$ cat src/rtl/prbs31_seq_ctrl.sv
// PRBS-31 burst generator with a free-running, self-synchronising loopback checker.
// The generator emits one byte per cycle for a latched burst length. The checker
// counts bit errors on any qualified byte stream, independent of the burst FSM.
module prbs31_seq_ctrl (
   input  logic       clk,
   input  logic       rst,
   input  logic       start,
   input  logic       abort,
   input  logic [7:0] burst_len,
   input  logic [7:0] check_in,
   input  logic       check_valid,
   output logic [7:0] data_out,
   output logic       data_valid,
   output logic       busy,
   output logic       done,
   output logic [7:0] err_cnt,
   output logic       synced
);

   localparam int unsigned LFSR_W = 31;
   localparam int unsigned BYTE_W = 8;
   localparam int unsigned CNT_W  = 9;
   localparam int unsigned SYNC_W = 5;
   localparam int unsigned NERR_W = 4;
   localparam int unsigned SUM_W  = BYTE_W + 1;
   localparam int unsigned STEP_W = LFSR_W + BYTE_W;
   localparam int unsigned CHK_W  = LFSR_W + SYNC_W + NERR_W;
   localparam int unsigned TAP_A  = 30;
   localparam int unsigned TAP_B  = 27;

   localparam logic [LFSR_W-1:0] SEED      = '1;
   localparam logic [SYNC_W-1:0] SYNC_BITS = SYNC_W'(31);
   localparam logic [CNT_W-1:0]  FULL_LEN  = CNT_W'(256);

   typedef enum logic [1:0] {
      IDLE = 2'd0,
      RUN  = 2'd1,
      DONE = 2'd2
   } state_t;

   state_t             state;
   logic [LFSR_W-1:0]  lfsr;        // generator state after the byte on data_out
   logic [CNT_W-1:0]   byte_cnt;    // bytes presented so far in this burst
   logic [CNT_W-1:0]   len_q;       // latched burst length, 1..256
   logic [LFSR_W-1:0]  hist;        // last 31 received bits, newest in bit 0
   logic [SYNC_W-1:0]  rx_cnt;      // received bits since clear, saturates at 31

   logic [STEP_W-1:0]  seed_step_c;
   logic [STEP_W-1:0]  run_step_c;
   logic [CNT_W-1:0]   len_c;
   logic               accept_c;
   logic [CHK_W-1:0]   chk_c;
   logic [LFSR_W-1:0]  hist_nxt_c;
   logic [SYNC_W-1:0]  rx_cnt_nxt_c;
   logic [NERR_W-1:0]  nerr_c;
   logic [SUM_W-1:0]   err_sum_c;
   logic [BYTE_W-1:0]  err_sat_c;

   // Advance the LFSR by 8 bits; returns {next_state, byte} with the first new bit in the MSB.
   function automatic logic [STEP_W-1:0] prbs_step8(input logic [LFSR_W-1:0] s_in);
      logic [LFSR_W-1:0] s;
      logic [BYTE_W-1:0] b;
      logic              nb;
      s = s_in;
      b = '0;
      for (int i = 0; i < int'(BYTE_W); i++) begin
         nb = s[TAP_A] ^ s[TAP_B];
         b  = {b[BYTE_W-2:0], nb};
         s  = {s[LFSR_W-2:0], nb};
      end
      return {s, b};
   endfunction

   // Check one byte MSB-first against the history; returns {hist, rx_cnt, mismatches}.
   function automatic logic [CHK_W-1:0] check_step8(input logic [LFSR_W-1:0] h_in,
                                                    input logic [SYNC_W-1:0] c_in,
                                                    input logic [BYTE_W-1:0] d_in);
      logic [LFSR_W-1:0] h;
      logic [SYNC_W-1:0] c;
      logic [BYTE_W-1:0] d;
      logic [NERR_W-1:0] n;
      logic              rb;
      h = h_in;
      c = c_in;
      d = d_in;
      n = '0;
      for (int i = 0; i < int'(BYTE_W); i++) begin
         rb = d[BYTE_W-1];
         d  = {d[BYTE_W-2:0], 1'b0};
         // Only count once a full 31-bit history of real received bits exists.
         if ((c == SYNC_BITS) && (rb != (h[TAP_A] ^ h[TAP_B]))) begin
            n = n + NERR_W'(1);
         end
         h = {h[LFSR_W-2:0], rb};
         if (c != SYNC_BITS) begin
            c = c + SYNC_W'(1);
         end
      end
      return {h, c, n};
   endfunction

   // Generator next-byte paths, burst length decode and checker byte step.
   always_comb begin
      seed_step_c = prbs_step8(SEED);
      run_step_c  = prbs_step8(lfsr);
      len_c       = (burst_len == '0) ? FULL_LEN : CNT_W'(burst_len);
      accept_c    = (state == IDLE) && start;
      chk_c       = check_step8(hist, rx_cnt, check_in);
      {hist_nxt_c, rx_cnt_nxt_c, nerr_c} = chk_c;
      err_sum_c   = SUM_W'(err_cnt) + SUM_W'(nerr_c);
      err_sat_c   = err_sum_c[BYTE_W] ? '1 : err_sum_c[BYTE_W-1:0];
   end

   // Burst FSM and generator output registers.
   always_ff @(posedge clk) begin
      if (rst) begin
         state      <= IDLE;
         lfsr       <= SEED;
         byte_cnt   <= '0;
         len_q      <= '0;
         data_out   <= '0;
         data_valid <= 1'b0;
         busy       <= 1'b0;
         done       <= 1'b0;
      end else begin
         done <= 1'b0;
         case (state)
            IDLE: begin
               if (start) begin
                  // First byte comes straight from the seed so it is valid next cycle.
                  state      <= RUN;
                  len_q      <= len_c;
                  lfsr       <= seed_step_c[STEP_W-1:BYTE_W];
                  data_out   <= seed_step_c[BYTE_W-1:0];
                  data_valid <= 1'b1;
                  busy       <= 1'b1;
                  byte_cnt   <= CNT_W'(1);
               end
            end
            RUN: begin
               if (abort) begin
                  state      <= IDLE;
                  data_valid <= 1'b0;
                  busy       <= 1'b0;
                  byte_cnt   <= '0;
               end else if (byte_cnt == len_q) begin
                  state      <= DONE;
                  data_valid <= 1'b0;
                  done       <= 1'b1;
                  byte_cnt   <= '0;
               end else begin
                  lfsr       <= run_step_c[STEP_W-1:BYTE_W];
                  data_out   <= run_step_c[BYTE_W-1:0];
                  byte_cnt   <= byte_cnt + CNT_W'(1);
               end
            end
            DONE: begin
               state <= IDLE;
               busy  <= 1'b0;
            end
            default: begin
               state      <= IDLE;
               data_valid <= 1'b0;
               busy       <= 1'b0;
            end
         endcase
      end
   end

   // Loopback checker: cleared by reset or an accepted start, otherwise runs on check_valid.
   always_ff @(posedge clk) begin
      if (rst || accept_c) begin
         hist    <= '0;
         rx_cnt  <= '0;
         err_cnt <= '0;
         synced  <= 1'b0;
      end else if (check_valid) begin
         hist    <= hist_nxt_c;
         rx_cnt  <= rx_cnt_nxt_c;
         err_cnt <= err_sat_c;
         synced  <= (rx_cnt_nxt_c == SYNC_BITS);
      end
   end

endmodule
$ cat config.mk
export PLATFORM = sky130hd
export DESIGN_NAME = prbs31_seq_ctrl
export DESIGN_NICKNAME = d
export VERILOG_FILES = /design/src/rtl/prbs31_seq_ctrl.sv
export SDC_FILE = /design/constraint.sdc
export NUM_CORES = 1
export LEC_CHECK = 0
export ABC_AREA = 1
export BUFFER_PORTS_ARGS = -buffer_cell sky130_fd_sc_hd__buf_2
export CORE_MARGIN = 2
export CORE_UTILIZATION = 45
export DETAILED_ROUTE_END_ITERATION = 8
export SLEW_MARGIN = 20
export SYNTH_ARGS = -nofsm -noshare
export SYNTH_HDL_FRONTEND = slang
export SYNTH_SLANG_ARGS = --single-unit
$ cat constraint.sdc
create_clock -name clk -period 9 [get_ports clk]
set_clock_uncertainty 0.2 [all_clocks]
set_input_delay 1.8 -clock clk [delete_from_list [all_inputs] [get_ports clk]]
set_output_delay 1.8 -clock clk [all_outputs]
set_load 0.02 [all_outputs]
# Word-level counts from Yosys, hierarchy flattened
# Cells that the tools add are included.
# totals
regBits	107
input_bits	21
out_inout_bits	20
# classes
add_sub_neg	17
n_eq_ne	33
muxes	41
bitwise_logic	18
n_reduce_logical	20
# op_table
op	n
$mux 31	3
$pmux 31 s2	1
$eq 5x5->1 const B	9
$add 5x1->5 const B	8
$mux 5	8
$ne 5x5->1 const B	8
$mux 9	4
$mux 8	4
$add 4x1->4 const B	7
$mux 4	7
$pmux 9 s2	1
$pmux 8 s2	1
$xor 1x1->1	16
$add 8x4->9	1
$add 9x1->9 const B	1
$eq 9x9->1	1
$logic_and 1x1->1	9
$logic_not 8->1	1
$ne 1x1->1	8
$ne 2x2->1 const B	4
$reduce_and 2->1	4
$mux 1	6
$mux 2	3
$pmux 2 s2	1
other kinds (12)	13

# Logic depth before layout (Yosys ltp)
# Gate-level depths: netlist of run 1.
# logic_depth
word_depth	20
ltp_mapped	59
ltp_nobuf	59

# Least setup slack after synthesis of run 1
# OpenSTA, ideal clock, no wires.
# synth_path
path_kind	flip-flop to flip-flop
from	reg rx_cnt[0]
to	reg err_cnt[7]
t_arrival_ns	7.198
required_time_ns	8.740
path_slack_ns	1.541
path_stages_with_launch	58
path_buffers	0
synth_period_minus_slack_ns	7.459
path_cell_list	dfxtp_1 ha_1 nand3_2 o21ai_1 inv_1 ha_1 inv_1 nor2_4 nand3_4 nand2_1 nand2_1 ha_1 inv_1 a21oi_4 nand3_4 nand3_1 nand2_1 ha_1 [... 22 more ...] ha_1 inv_1 nor2_2 nand3_2 inv_2 nand2_1 xnor2_1 ha_1 inv_1 fa_1 inv_1 a21o_1 a21oi_1 or2_2 nor3_1 nand2_1 inv_1 o311a_1
# synth_between
elab_chain_len	19
word_cells_on_any_way	54
classes_between	15 x add/sub; 15 x eq/ne; 16 x mux; 8 x reduce/logical
# synth_lines
item	line	text
start: declaration	46	logic [SYNC_W-1:0] rx_cnt;
start signal: assignment	179	rx_cnt <= rx_cnt_nxt_c;
$add 5x1->5 (tied with other cells)	96	c = c + SYNC_W'(1);
$mux 5 or $logic_and 1x1->1 (tied branches)	95, 91	
$add 5x1->5 (tied with other cells)	96	
$mux 5 (tied with other cells)	95	if (c != SYNC_BITS) begin
$add 5x1->5 (tied with other cells)	96	
$mux 5 (tied with other cells)	95	
$add 5x1->5 (tied with other cells)	96	
$mux 5 (tied with other cells)	95	
[... 3 more ...]	-	
$mux 5 (tied with other cells)	95	
$add 5x1->5 (tied with other cells)	96	
$mux 5 (tied with other cells)	95	
$eq 5x5->1 or $mux 4 (tied branches)	91	if ((c == SYNC_BITS) && (rb != (h[TAP_A] ^ h[TAP_B]))) begin
$logic_and 1x1->1 or $add 4x1->4 (tied branches)	91, 92	
$mux 4 *	91	
$add 8x4->9 *	110	err_sum_c = SUM_W'(err_cnt) + SUM_W'(nerr_c);
$mux 8 *	111	err_sat_c = err_sum_c[BYTE_W] ? '1 : err_sum_c[BYTE_W-1:0];
end signal: assignment	180	err_cnt <= err_sat_c;
end: declaration	16	output logic [7:0] err_cnt,
# Every way passes the cells marked *; elsewhere a longest branch is shown, timed or not.
# A chain may end at the register's enable or synchronous reset.

# Worst setup path after layout of run 1
# layout_path
from	reg rx_cnt[1]
to	reg err_cnt[7]
# The elaborated chain is that of the path after synthesis.

==> results.json, run 1 <==
{
  "synth_edf_count": 0,
  "vias": 5301,
  "final-setup-viol-count": 0,
  "grt_pass1_wl_um": 22400,
  "num_antenna_cells": 0,
  "die_y_um": 119,
  "dp_hpwl_um": 9350,
  "finalCriticalPeriod_ns": 8.18,
  "critPathBufInv": 12,
  "wl_um": 13100,
  "power_density_nw_per_um2": 214,
  "fmax_ghz": 0.122,
  "met2_length_um": 6420,
  "synth_area_um2": 5950,
  "htreeDepth": 3,
  "grt_antenna_before_repair": 0,
  "first_iter_violations": 240,
  "path_clk_slew_ns": 0.07,
  "grt_pass1_vias": 4936,
  "critPathCaptureType": "flop",
  "wire_per_inst_um": 12.6,
  "ios": 41,
  "cp_data_required_time_ns": 9.10,
  "highest_layer": "met4",
  "cts_tree": "yes",
  "crit_arrival_ns": 8.28,
  "core_um2": 12800,
  "period_share_pct": 90.9,
  "rsz0062_at_grt": "no",
  "m1WireLength_um": 6090,
  "route.detailed.drc": 0,
  "grt_max_degree": 41,
  "synth_ff_type": "dfxtp_1",
  "drive_gt1_share_pct": 13.2,
  "hold_viol": 0,
  "firstDrtPassIters": 4,
  "ys_seq_area_share_pct": 36.0,
  "overflow": 0,
  "postSynthCellCount": 830,
  "maxCapViolCount": 0,
  "synthArstFlopShare_pct": 0,
  "finalCoreUtilization_pct": 52.1,
  "grt_use_total_pct": 19.1,
  "fillers": 1243,
  "die-width_um": 119,
  "cpMostUsedCell": "nand2_1",
  "synthesis.nets": 874,
  "cts_buffers": 9,
  "crit_fanout": 8,
  "gp_congestion": 0.959,
  "ant_nets": 0,
  "yosysWarnings": 0,
  "finalNetCount": 901,
  "crit_type": "flop to flop",
  "slowest_stage": "dfxtp_1",
  "ys_ff_latch": 107,
  "initial_core_util_pct": 46.5,
  "clock_sinks": 107,
  "ir_drop_mv": 0.144,
  "final-max-slew-violation-count": 0,
  "vias_per_cell": 5.13,
  "cpLargestDelayFamily": "simple AND/OR/NAND/NOR gates",
  "cts_buffer_depth": 2,
  "rows": 41,
  "cts_root_buf": "clkbuf_16",
  "min_path_type": "flop to flop",
  "hold_buffers": 0,
  "clkLatencyLatePin_ns": 0.35,
  "power.leakage_nw": 2.87,
  "relSlewSlack_pct": 53.7,
  "syn_area_per_cell_um2": 7.16,
  "portBuffers": 40,
  "seq_area_um2": 2140,
  "start_kind": "flop",
  "setup_tns_ns": 0,
  "synth.distinct_cells": 48,
  "worstMarginPinSlew_ns": 0.694,
  "critPathMaxStageDelay_ns": 0.40,
  "met3_length_um": 396,
  "dieArea_um2": 14100,
  "syn2layout_area_growth_pct": 12.0,
  "multiInputGateArea_um2": 3390,
  "status": "finished, final reports clean"
}
## sequential cells by signal (all words and copies together), names as in the netlist, 2 cells and up
signal    flops
rx_cnt        5
byte_cnt      9
data_out      8
len_q         9
state         2
hist         31
err_cnt       8
lfsr         31
## synthesized netlist by cell type (all sizes together), types with 4 or more instances
| cell | count | area, um2 |
|---|---|---|
| a21oi | 69 | 383 |
| xor2 | 25 | 245 |
| o21ai | 45 | 236 |
| nand4 | 22 | 144 |
| inv | 91 | 344 |
| a221oi | 4 | 35.0 |
| nand3 | 65 | 435 |
| dfxtp | 107 | 2140 |
| nor3 | 7 | 40.0 |
| ha | 22 | 275 |
| clkbuf | 24 | 90.1 |
| nand2 | 246 | 943 |
| nor4 | 4 | 25.0 |
| xnor2 | 18 | 158 |
| nor2 | 49 | 216 |
| o22ai | 7 | 43.8 |
## worst register-to-register path, delay by kind of cell, from the launching register on
family          cells  cell delay [ns]
simple gates       28             3.51
flops               1             0.40
buf+inv            12             1.00
fa+ha+maj          10             2.08
xor+xnor            1             0.16
compound gates      6             0.73
## where the power goes
group	internal, mW	switching (mW)
Combinational	0.147	0.318
Sequential	0.499	0.0186
Clock	0.269	0.175
## repair_timing
item                       CTS  global route
setup endpoints to repair    0             5
resized for setup            0             7
setup buffers                0             0
## layout make-up
cell class / count / share of cell area [%]
multi-input combinational: 604 / 50.9
sequential: 107 / 32.2
inverter: 92 / 5.22
clock buffer: 12 / 4.00
timing repair buffer: 43 / 3.34
tap: 172 / 3.23
clock inverter: 4 / 1.16
## worst paths after layout
path / startpoint / endpoint / slack [ns] / depth (start not counted)
worst max-delay path: rx_cnt[1]$_SDFFE_PP0P_ / err_cnt[7]$_SDFFE_PP0P_ / 0.82 / 57
worst min-delay path: lfsr[4]$_SDFFE_PP1P_ / lfsr[4]$_SDFFE_PP1P_ / 0.25 / 2
worst max register to register: rx_cnt[1]$_SDFFE_PP0P_ / err_cnt[7]$_SDFFE_PP0P_ / 0.82 / 57
worst min register to register: lfsr[4]$_SDFFE_PP1P_ / lfsr[4]$_SDFFE_PP1P_ / 0.25 / 2
## metal layers
metal / vias to the layer above / global-route usage [%]
met5: - / 0
met4: 0 / 4.84
met3: 13 / 4.69
met2: 63 / 33.2
met1: 2455 / 23.6
li1: 2770 / -
## cell families after synthesis
kind of cell / after synthesis / share of synthesized area, %
AND/OR/NAND/NOR: 401 / 31.3
AO/OA/AOI/OAI: 137 / 13.4
buffers and inverters: 119 / 7.55
flip-flops: 107 / 36.0
XOR/XNOR: 43 / 6.78
adder cells (fa/ha/maj): 23 / 4.97
## per-stage QoR
step                setup slack [ns]  hold WS, ns  power (mW)  cell area [um2]  std cells
global placement                1.11        0.234       0.965             6280       1018
detailed placement             0.683        0.239       0.981             6280       1018
CTS                            0.647        0.257        1.43             6630       1034
finish                         0.817        0.254        1.43             6660       1034
floorplan                       1.54        0.224       0.892             5950        830
global route                  0.0117        0.276        1.53             6660       1034
## cell usage in the layout, fill, tap and decap left out, types with 3 or more instances in the layout
cell type	synthesis	routed
nand3_2	7	8
o22ai_1	7	7
nor2_1	42	41
a221oi_1	4	4
nor2_4	3	3
nor3_1	6	5
o211ai_1	3	3
nor4_1	4	4
nor2_2	4	5
nand2_1	240	239
nand3_1	52	51
ha_1	22	20
clkbuf_16	0	9
xnor2_1	18	18
nand4_1	21	21
a21oi_1	65	65
nand3b_1	3	3
buf_4	0	3
clkbuf_8	0	3
inv_2	8	9
xor2_1	23	23
o21ai_0	41	41
a21oi_4	3	3
buf_2	0	40
dfxtp_1	107	107
nand3_4	6	6
nand2_2	5	6
inv_1	82	81
No activity file was read; power rests on OpenSTA's default activity.
==> run 2, diff against run 1 <==
--- a/config.mk
+++ b/config.mk
@@ -7,10 +7,11 @@
 export LEC_CHECK = 0
 export ABC_AREA = 1
 export BUFFER_PORTS_ARGS = -buffer_cell sky130_fd_sc_hd__buf_2
+export CORE_ASPECT_RATIO = 1.2
 export CORE_MARGIN = 2
 export CORE_UTILIZATION = 45
+export CTS_BUF_LIST = sky130_fd_sc_hd__clkbuf_8
 export DETAILED_ROUTE_END_ITERATION = 8
-export SLEW_MARGIN = 20
 export SYNTH_ARGS = -nofsm -noshare
 export SYNTH_HDL_FRONTEND = slang
 export SYNTH_SLANG_ARGS = --single-unit
==> run 2 against run 1 <==
Effect of this change: clock-buffer cell count is 2 lower; via count is 0.32% higher; register-to-register slack better by 0.03 ns; setup slack better by 0.033 ns; final cell count is 0.48% lower; die area hardly changed; largest power group unchanged.
==> results.json, run 2 (same netlist as run 1, synthesis figures left out) <==
{
  "vias": 5318,
  "r2r_start": "rx_cnt[0]$_SDFFE_PP0P_",
  "grt_antenna_before_repair": 0,
  "finalCoreUtilization_pct": 50.0,
  "clkLatencyLatePin_ns": 0.39,
  "grt_use_total_pct": 19.8,
  "ios": 41,
  "route.detailed.drc": 0,
  "maxCapViolCount": 0,
  "portBuffers": 40,
  "grt_pass1_wl_um": 22700,
  "wire_per_inst_um": 13.1,
  "firstDrtPassIters": 6,
  "htreeDepth": 3,
  "finalNetCount": 900,
  "critPathCaptureType": "flop",
  "setup_tns_ns": 0,
  "rsz0062_at_grt": "no",
  "fmax_ghz": 0.123,
  "crit_fanout": 9,
  "cp-startpoint": "rx_cnt[0]$_SDFFE_PP0P_",
  "final-setup-viol-count": 0,
  "postLayoutCellArea_um2": 6540,
  "crit_arrival_ns": 8.26,
  "min_path_type": "flop to flop",
  "layout_commonest_cell": "nand2_1",
  "power.leakage_nw": 2.82,
  "cpLargestDelayFamily": "simple AND/OR/NAND/NOR gates",
  "hold_buffers": 0,
  "vias_per_cell": 5.17,
  "cpMostUsedCell": "nand2_1",
  "grt_max_degree": 41,
  "core_um2": 13100,
  "relSlewSlack_pct": 22.7,
  "p_clk_share_pct": 24.7,
  "period_share_pct": 90.6,
  "drive_gt1_share_pct": 13.1,
  "power_density_nw_per_um2": 201,
  "gp_congestion": 0.847,
  "dieArea_um2": 14200,
  "min-delay-start": "hist[19]$_SDFFE_PP0P_",
  "final-max-slew-violation-count": 0,
  "cp_data_required_time_ns": 9.11,
  "critPathMaxStageDelay_ns": 0.40,
  "ant_nets": 0,
  "finalCriticalPeriod_ns": 8.15,
  "num_antenna_cells": 0,
  "clock_sinks": 107,
  "die-width_um": 109,
  "switching_power_mw": 0.524,
  "rows": 46,
  "cts_tree": "yes",
  "hold_viol": 0,
  "dpl_cell_area_um2": 6270,
  "hold_slack_ns": 0.264,
  "cts_buffer_depth": 2,
  "ir_drop_mv": 0.101,
  "status": "finished, final reports clean",
  "worstMarginPinSlew_ns": 1.16,
  "largest_registers": "hist x31, lfsr x31",
  "wl_um": 13400,
  "cts_root_buf": "clkbuf_8",
  "power_mw": 1.31,
  "cts_buffers": 9,
  "seqPwrFrac_pct": 39.4,
  "final_cell_mix": "nand2_1, dfxtp_1, inv_1",
  "start_kind": "flop",
  "die_y_um": 130,
  "grt_pass1_vias": 4963,
  "initial_core_util_pct": 45.5,
  "fillers": 1289,
  "critPathBufInv": 12,
  "dp_hpwl_um": 9820,
  "crit_type": "flop to flop",
  "first_iter_violations": 340,
  "slowest_stage": "dfxtp_1",
  "p_comb_share_pct": 35.9,
  "path_clk_slew_ns": 0.11,
  "cts_setup_buffers": 0,
  "p_int_mw": 0.791,
  "overflow": 0,
  "syn2layout_area_growth_pct": 9.91,
  "switching_share_pct": 39.9
}
==> run 2: cell type report <==
class	count	area (um2)	share of cell area, %
clock inverter	6	96.3	1.47
multi-input combinational	604	3380	51.8
clock buffer	10	138	2.11
sequential	107	2140	32.8
timing repair buffer	42	215	3.29
inverter	92	348	5.32
tap	168	210	3.22
==> run 2: path summary, 6_finish.rpt <==
| check | slack, ns | endpoint | cells after the start |
|---|---|---|---|
| setup / recovery | 0.85 | err_cnt[6]$_SDFFE_PP0P_ | 58 |
| hold / removal | 0.26 | hist[27]$_SDFFE_PP0P_ | 2 |
| setup reg to reg | 0.85 | err_cnt[6]$_SDFFE_PP0P_ | 58 |
| hold reg to reg | 0.26 | hist[27]$_SDFFE_PP0P_ | 2 |
==> run 2: through the flow <==
step / instances / setup slack, ns
floorplan: 830 / 1.54
global placement: 1013 / 1.07
detailed placement: 1013 / 0.703
CTS: 1029 / 0.633
global route: 1029 / 0.0561
finish: 1029 / 0.850
==> run 2: what timing repair did <==
| action | in CTS | in global routing |
|---|---|---|
| gates resized for setup | 0 | 8 |
| setup endpoints to repair | 0 | 5 |
| hold endpoints to repair | 0 | 0 |
==> run 2: layer usage <==
metal	GRT usage, %	vias up	share of wire [%]
met2	35.0	91	51
li1	-	2751	-
met3	3.65	19	4.4
met4	7.01	0	1.8
met1	23.8	2457	43
met5	0	-	0
==> run 2: power by group through the flow <==
stage | sequential, mW | combinational, mW | clock [mW]
2_1_floorplan | 0.527 | 0.365 | 0
3_3_place_gp | 0.527 | 0.445 | 0
3_5_place_dp | 0.528 | 0.461 | 0
4_1_cts | 0.518 | 0.464 | 0.334
5_1_grt | 0.522 | 0.534 | 0.353
6_report | 0.518 | 0.472 | 0.325
==> run 2: worst register-to-register path, delay by kind of cell, from the launching register on <==
family                     cells  cell delay [ns]
and+or+nand+nor               27             3.29
adders and majority gates     10             2.13
buffers and inverters         12             1.04
AOI/OAI and AO/OA              8             0.92
DFF                            1             0.40
xor gates and xnor gates       1             0.16
